### src/rtl/priority_drain_encoder.sv
// Accepts a request vector, then emits the index of each set bit, highest first, one beat per
// out_ready handshake. Optional out_last port under `PRIORITY_DRAIN_LAST_EN`.
module priority_drain_encoder #(
  parameter int unsigned N = 16,
  localparam int unsigned W = $clog2(N)
) (
  input  logic         clk,
  input  logic         reset,
  input  logic [N-1:0] a,
  input  logic         in_valid,
  output logic         in_ready,
  output logic [W-1:0] y,
  output logic         hit,
  output logic         out_valid,
  input  logic         out_ready
`ifdef PRIORITY_DRAIN_LAST_EN
  ,
  output logic         out_last
`endif
);

  typedef enum logic [0:0] {StIdle, StDrain} state_e;

  state_e         state_q, state_d;
  logic [N-1:0]   pend_q, pend_d;
  logic [N-1:0]   top_onehot;
  logic [W-1:0]   top_idx;
  logic           accept, consume;

  assign in_ready  = (state_q == StIdle);
  assign out_valid = (state_q == StDrain);
  assign accept    = in_ready & in_valid;
  assign consume   = out_valid & out_ready;

  // One-hot of the highest set bit, then an AND/OR index encode so unknowns propagate.
  always_comb begin : find_top
    logic seen;
    seen       = 1'b0;
    top_onehot = '0;
    top_idx    = '0;
    for (int i = N - 1; i >= 0; i--) begin
      top_onehot[i] = pend_q[i] & ~seen;
      seen          = seen | pend_q[i];
    end
    for (int i = 0; i < N; i++) begin
      top_idx = top_idx | ({W{top_onehot[i]}} & W'(i));
    end
  end

  always_comb begin
    state_d = state_q;
    pend_d  = pend_q;
    unique case (state_q)
      StIdle: begin
        if (accept) begin
          pend_d  = a;
          state_d = StDrain;
        end
      end
      StDrain: begin
        if (consume) begin
          pend_d = pend_q & ~top_onehot;
          if (pend_d == '0) begin
            state_d = StIdle;
          end
        end
      end
      default: state_d = StIdle;
    endcase
  end

  always_ff @(posedge clk) begin
    if (reset) begin
      state_q <= StIdle;
      pend_q  <= '0;
    end else begin
      state_q <= state_d;
      pend_q  <= pend_d;
    end
  end

  // Outputs depend on registered state only; an unknown vector yields unknown outputs.
  always_comb begin
    y   = top_idx;
    hit = |pend_q;
`ifndef SYNTHESIS
    if ($isunknown(pend_q)) begin
      y   = 'x;
      hit = 1'bx;
    end
`endif
  end

`ifdef PRIORITY_DRAIN_LAST_EN
  // Final beat: at most one bit left, which includes the all-zero beat.
  assign out_last = out_valid &
                    ((pend_q & (pend_q - {{(N - 1){1'b0}}, 1'b1})) == '0);
`endif

endmodule

### config.mk
export PLATFORM = sky130hd
export DESIGN_NAME = priority_drain_encoder
export DESIGN_NICKNAME = d
export VERILOG_FILES = /design/src/rtl/priority_drain_encoder.sv
export SDC_FILE = /design/constraint.sdc
export NUM_CORES = 1
export LEC_CHECK = 0
export ABC_CLOCK_PERIOD_IN_PS = 2100
export CORE_UTILIZATION = 25
export CTS_BUF_LIST = sky130_fd_sc_hd__clkbuf_16
export DETAILED_ROUTE_END_ITERATION = 6
export GPL_TIMING_DRIVEN = 0
export SYNTH_ARGS = -nofsm -noshare
export SYNTH_HDL_FRONTEND = slang
export SYNTH_SLANG_ARGS = --single-unit
### constraint.sdc
create_clock -name clk -period 2.1 [get_ports clk]
set_clock_uncertainty 0.2 [all_clocks]
set_input_delay 0.315 -clock clk [delete_from_list [all_inputs] [get_ports clk]]
set_output_delay 0.315 -clock clk [all_outputs]
set_load 0.05 [all_outputs]
==> impl_results.md <==
* CTS H-tree depth at 1
* Syn Std Cell Area at ~1000 sq um
* Worst EP arrival at between 1.5 and 2 ns
* Switching share of power at roughly a third
* First DRT Iteration DRCs at 52
* Final wirelength at around 3300 microns
* Comb power frac at 39.0%
* Area of the multi-input gates at approximately 700 sq um
* Reg clk slew, reported paths at 0.05 ns
* Most used DFF post-synth: dfxtp_1
* Placer Congestion at 0.8297
* Post-Synth XOR/XNOR Area at 0%
* Syn_nets at between 150 and 200
* Synth Area in Simple Gates at 27.23%
* Pwr Density at about 780 mW/mm^2
* Post-placement cell area at approximately 0.0013 sq mm
* Nets at ~200
* Initial antenna violation count at 0
* Crit path max fanout at 9
* Die extent in y at approximately 65 microns
* Ys async rst share at 0%
* Leak at 0.5848 nW
* Slew Limit Fails at 0
* Core Region at roughly 0.0037 sq mm
* Status: finished with violations
* Buffers on Ports at 25
* Max cap viols at 0
* Die ar. at around 0.0042 sq mm
* Setup ws final at -0.06100 ns
* CP Launch Point: pend_q[11]
* Diode count at 0
* R2R Path Start: pend_q[10]
* Vias in the first global route at about 990
* Die Width at between 60 and 70 microns
* Bufs on Longest Clock Path at 2
* Synthesized instance count at approximately 130
* Synth cell types at 31
* Clk_lat worst skew at 0.24 ns
* Clock sinks at 17
* DR vias/cell at roughly 5.3
* Fin area at approximately 0.0016 sq mm
* Psw at around 440 uW
* #FFs+latches synth at 17
* First-pass GRT wire length at between 4000 and 5000 microns
* Mean Syn Cell Area at around 7.4 sq um
* Largest family of logic cells by synthesized area: compound AO/OA/AOI/OAI gates
* Final hold vios at 0
* Sum Neg Setup Slack at -0.1577 ns
* Drt wl/cell at approximately 15 microns
* Sequential-to-total area share from yosys stat at between 30% and 40%
* Post-synth EDFFs at 0
* CTS tree: done
* CP required at ~1.6 ns
* GRT overflow at 0
* Clock share of power at 30.0%
* Compound-Gate Fraction of Synth Area at a little under a third
* Post-DP HPWL at 2038 microns
* Worst slew pin tran at between 0.5 and 0.6 ns
* CTS root buf: clkbuf_16
* Critical path startpoint category: flip-flop
* RSZ-0062 raised after global routing: true
* Failing checks: negative setup slack
* Post-Synth Adder-Cell Area at 1.018%
* Sequential Power Share at a little over 30%
* Most common cell after layout, fill and taps aside: clkdlybuf4s50_1
* Tmin final at approximately 2.2 ns
* Largest net degree at the start of global routing at 11
* Worst Hold Class: primary input to flip-flop
* Hold Crit Start: reset
* TritonRoute pass-1 iters at 5
* Final routed DRC violation total at 0
* Kind of critical path: flip-flop to output port
* Top achievable clock speed at 0.4628 GHz
* Starting Density at about a quarter
* Layout cell share with drive strength beyond 1 at between 20% and 30%
* VDD IR-drop max at around 0.27 mV
* Most frequent cells in the layout: clkdlybuf4s50_1, nor2_1, nand2_1, a21oi_1, buf_4
* Post-DRT Antenna Nets at 0
* Synth-to-layout area growth at 62.60%
* Filler Cells Inserted at 377
* Synth Warn # at 0
* Slew margin rel. at about 66%
* Setup violations, final at 3
* Clock buffer count from CTS at 3
* Pint at just over 800 uW
* Mux contribution to synthesized area at approximately 1.0%
* Crit share post-route at 102.9%
* Routed vias at 1167
* Sequential cell area at around 380 sq um
* Io pins at 27
* Row cnt at 22
* Setup crit end kind: output port
* Total GRT Usage at around 15%
power groups by stage:
stage                     Combinational [mW]  Clock [mW]  Sequential (mW)
after floorplan                        0.256           0            0.385
after global routing                   0.518       0.407            0.390
after CTS                              0.407       0.384            0.384
final                                  0.487       0.375            0.387
after global placement                 0.380           0            0.384
after detailed placement               0.383           0            0.386
worst paths after layout:
| check | slack [ns] | cells past startpoint | end |
|---|---|---|---|
| max | -0.06 | 6 | y[1] |
| min | 0.27 | 2 | pend_q[7] |
| max reg2reg | -0.05 | 8 | out_valid |
| min reg2reg | 0.33 | 2 | pend_q[5] |
per-layer routing:
metal | GRT usage [%] | vias up | part of all wire [%]
li1 | - | 571 | -
met1 | 20.11 | 556 | 43
met2 | 25.26 | 36 | 52
met3 | 2.993 | 4 | 4.8
met4 | 3.333 | 0 | 0.82
met5 | 0 | - | 0
synthesized netlist by cell type (2+ instances only):
cell type  number  area [sq um]
a211oi_1        2         15.01
clkbuf_1        6         22.52
nor3_1          5         25.02
o21bai_1        3         22.52
nand3_1         5         25.02
nor2_1         18         67.56
o21ai_0         6         30.03
a21oi_1        17         85.08
o21ai_1         5         25.02
nor4_1          2         12.51
inv_1           5         18.77
o211ai_1        5         37.54
nand2_1        16         60.06
a22oi_1         5         37.54
dfxtp_1        17         340.3
final cells by class:
class                   instances  area share (%)
plain buffers                   7           1.800
clock buffers                   3           4.695
clock inverters                 1          0.2347
inverters                       5           1.174
multi-input cells             104           42.96
flip-flops and latches         17           23.94
well taps                      48           3.756
repair buffers                 37           21.44
what timing repair did:
item / CTS / global route
setup endpoints to repair: 7 / 17
resized for setup: 41 / 33
pin swaps: 4 / 6
hold buffers: 0 / 0
buffers inserted: 3 / 9
flip-flops by register name (all words and copies together) (netlist names):
name       flops
out_valid      1
pend_q        16
cells by family after synthesis:
| group | Yosys count |
|---|---|
| and+or+nand+nor | 54 |
| AOI/OAI and AO/OA | 48 |
| DFF | 17 |
| buffers and inverters | 12 |
| muxes | 1 |
| adders and majority gates | 1 |
stage by stage:
stage | total power, mW | worst slack, ns | hold WS, ns | utilization [%] | cells
floorplan | 0.6411 | -0.08256 | 0.2510 | - | 133
global placement | 0.7641 | -0.6383 | 0.3226 | 35.12 | 206
detailed placement | 0.7686 | -0.6699 | 0.3236 | 35.12 | 206
CTS | 1.175 | -0.1159 | 0.2653 | 38.92 | 213
global route | 1.315 | -0.1288 | 0.3044 | 43.03 | 222
finish | 1.248 | -0.06100 | 0.2711 | 43.03 | 222
critical path: stages, from the launching register on:
cell	delay (ns)
dfxtp_4	0.38
nor4_4	0.04
buf_4	0.16
nand2_8	0.11
a21oi_2	0.05
or4_4	0.49
buf_8	0.17
No activity file was read; power rests on OpenSTA's default activity.
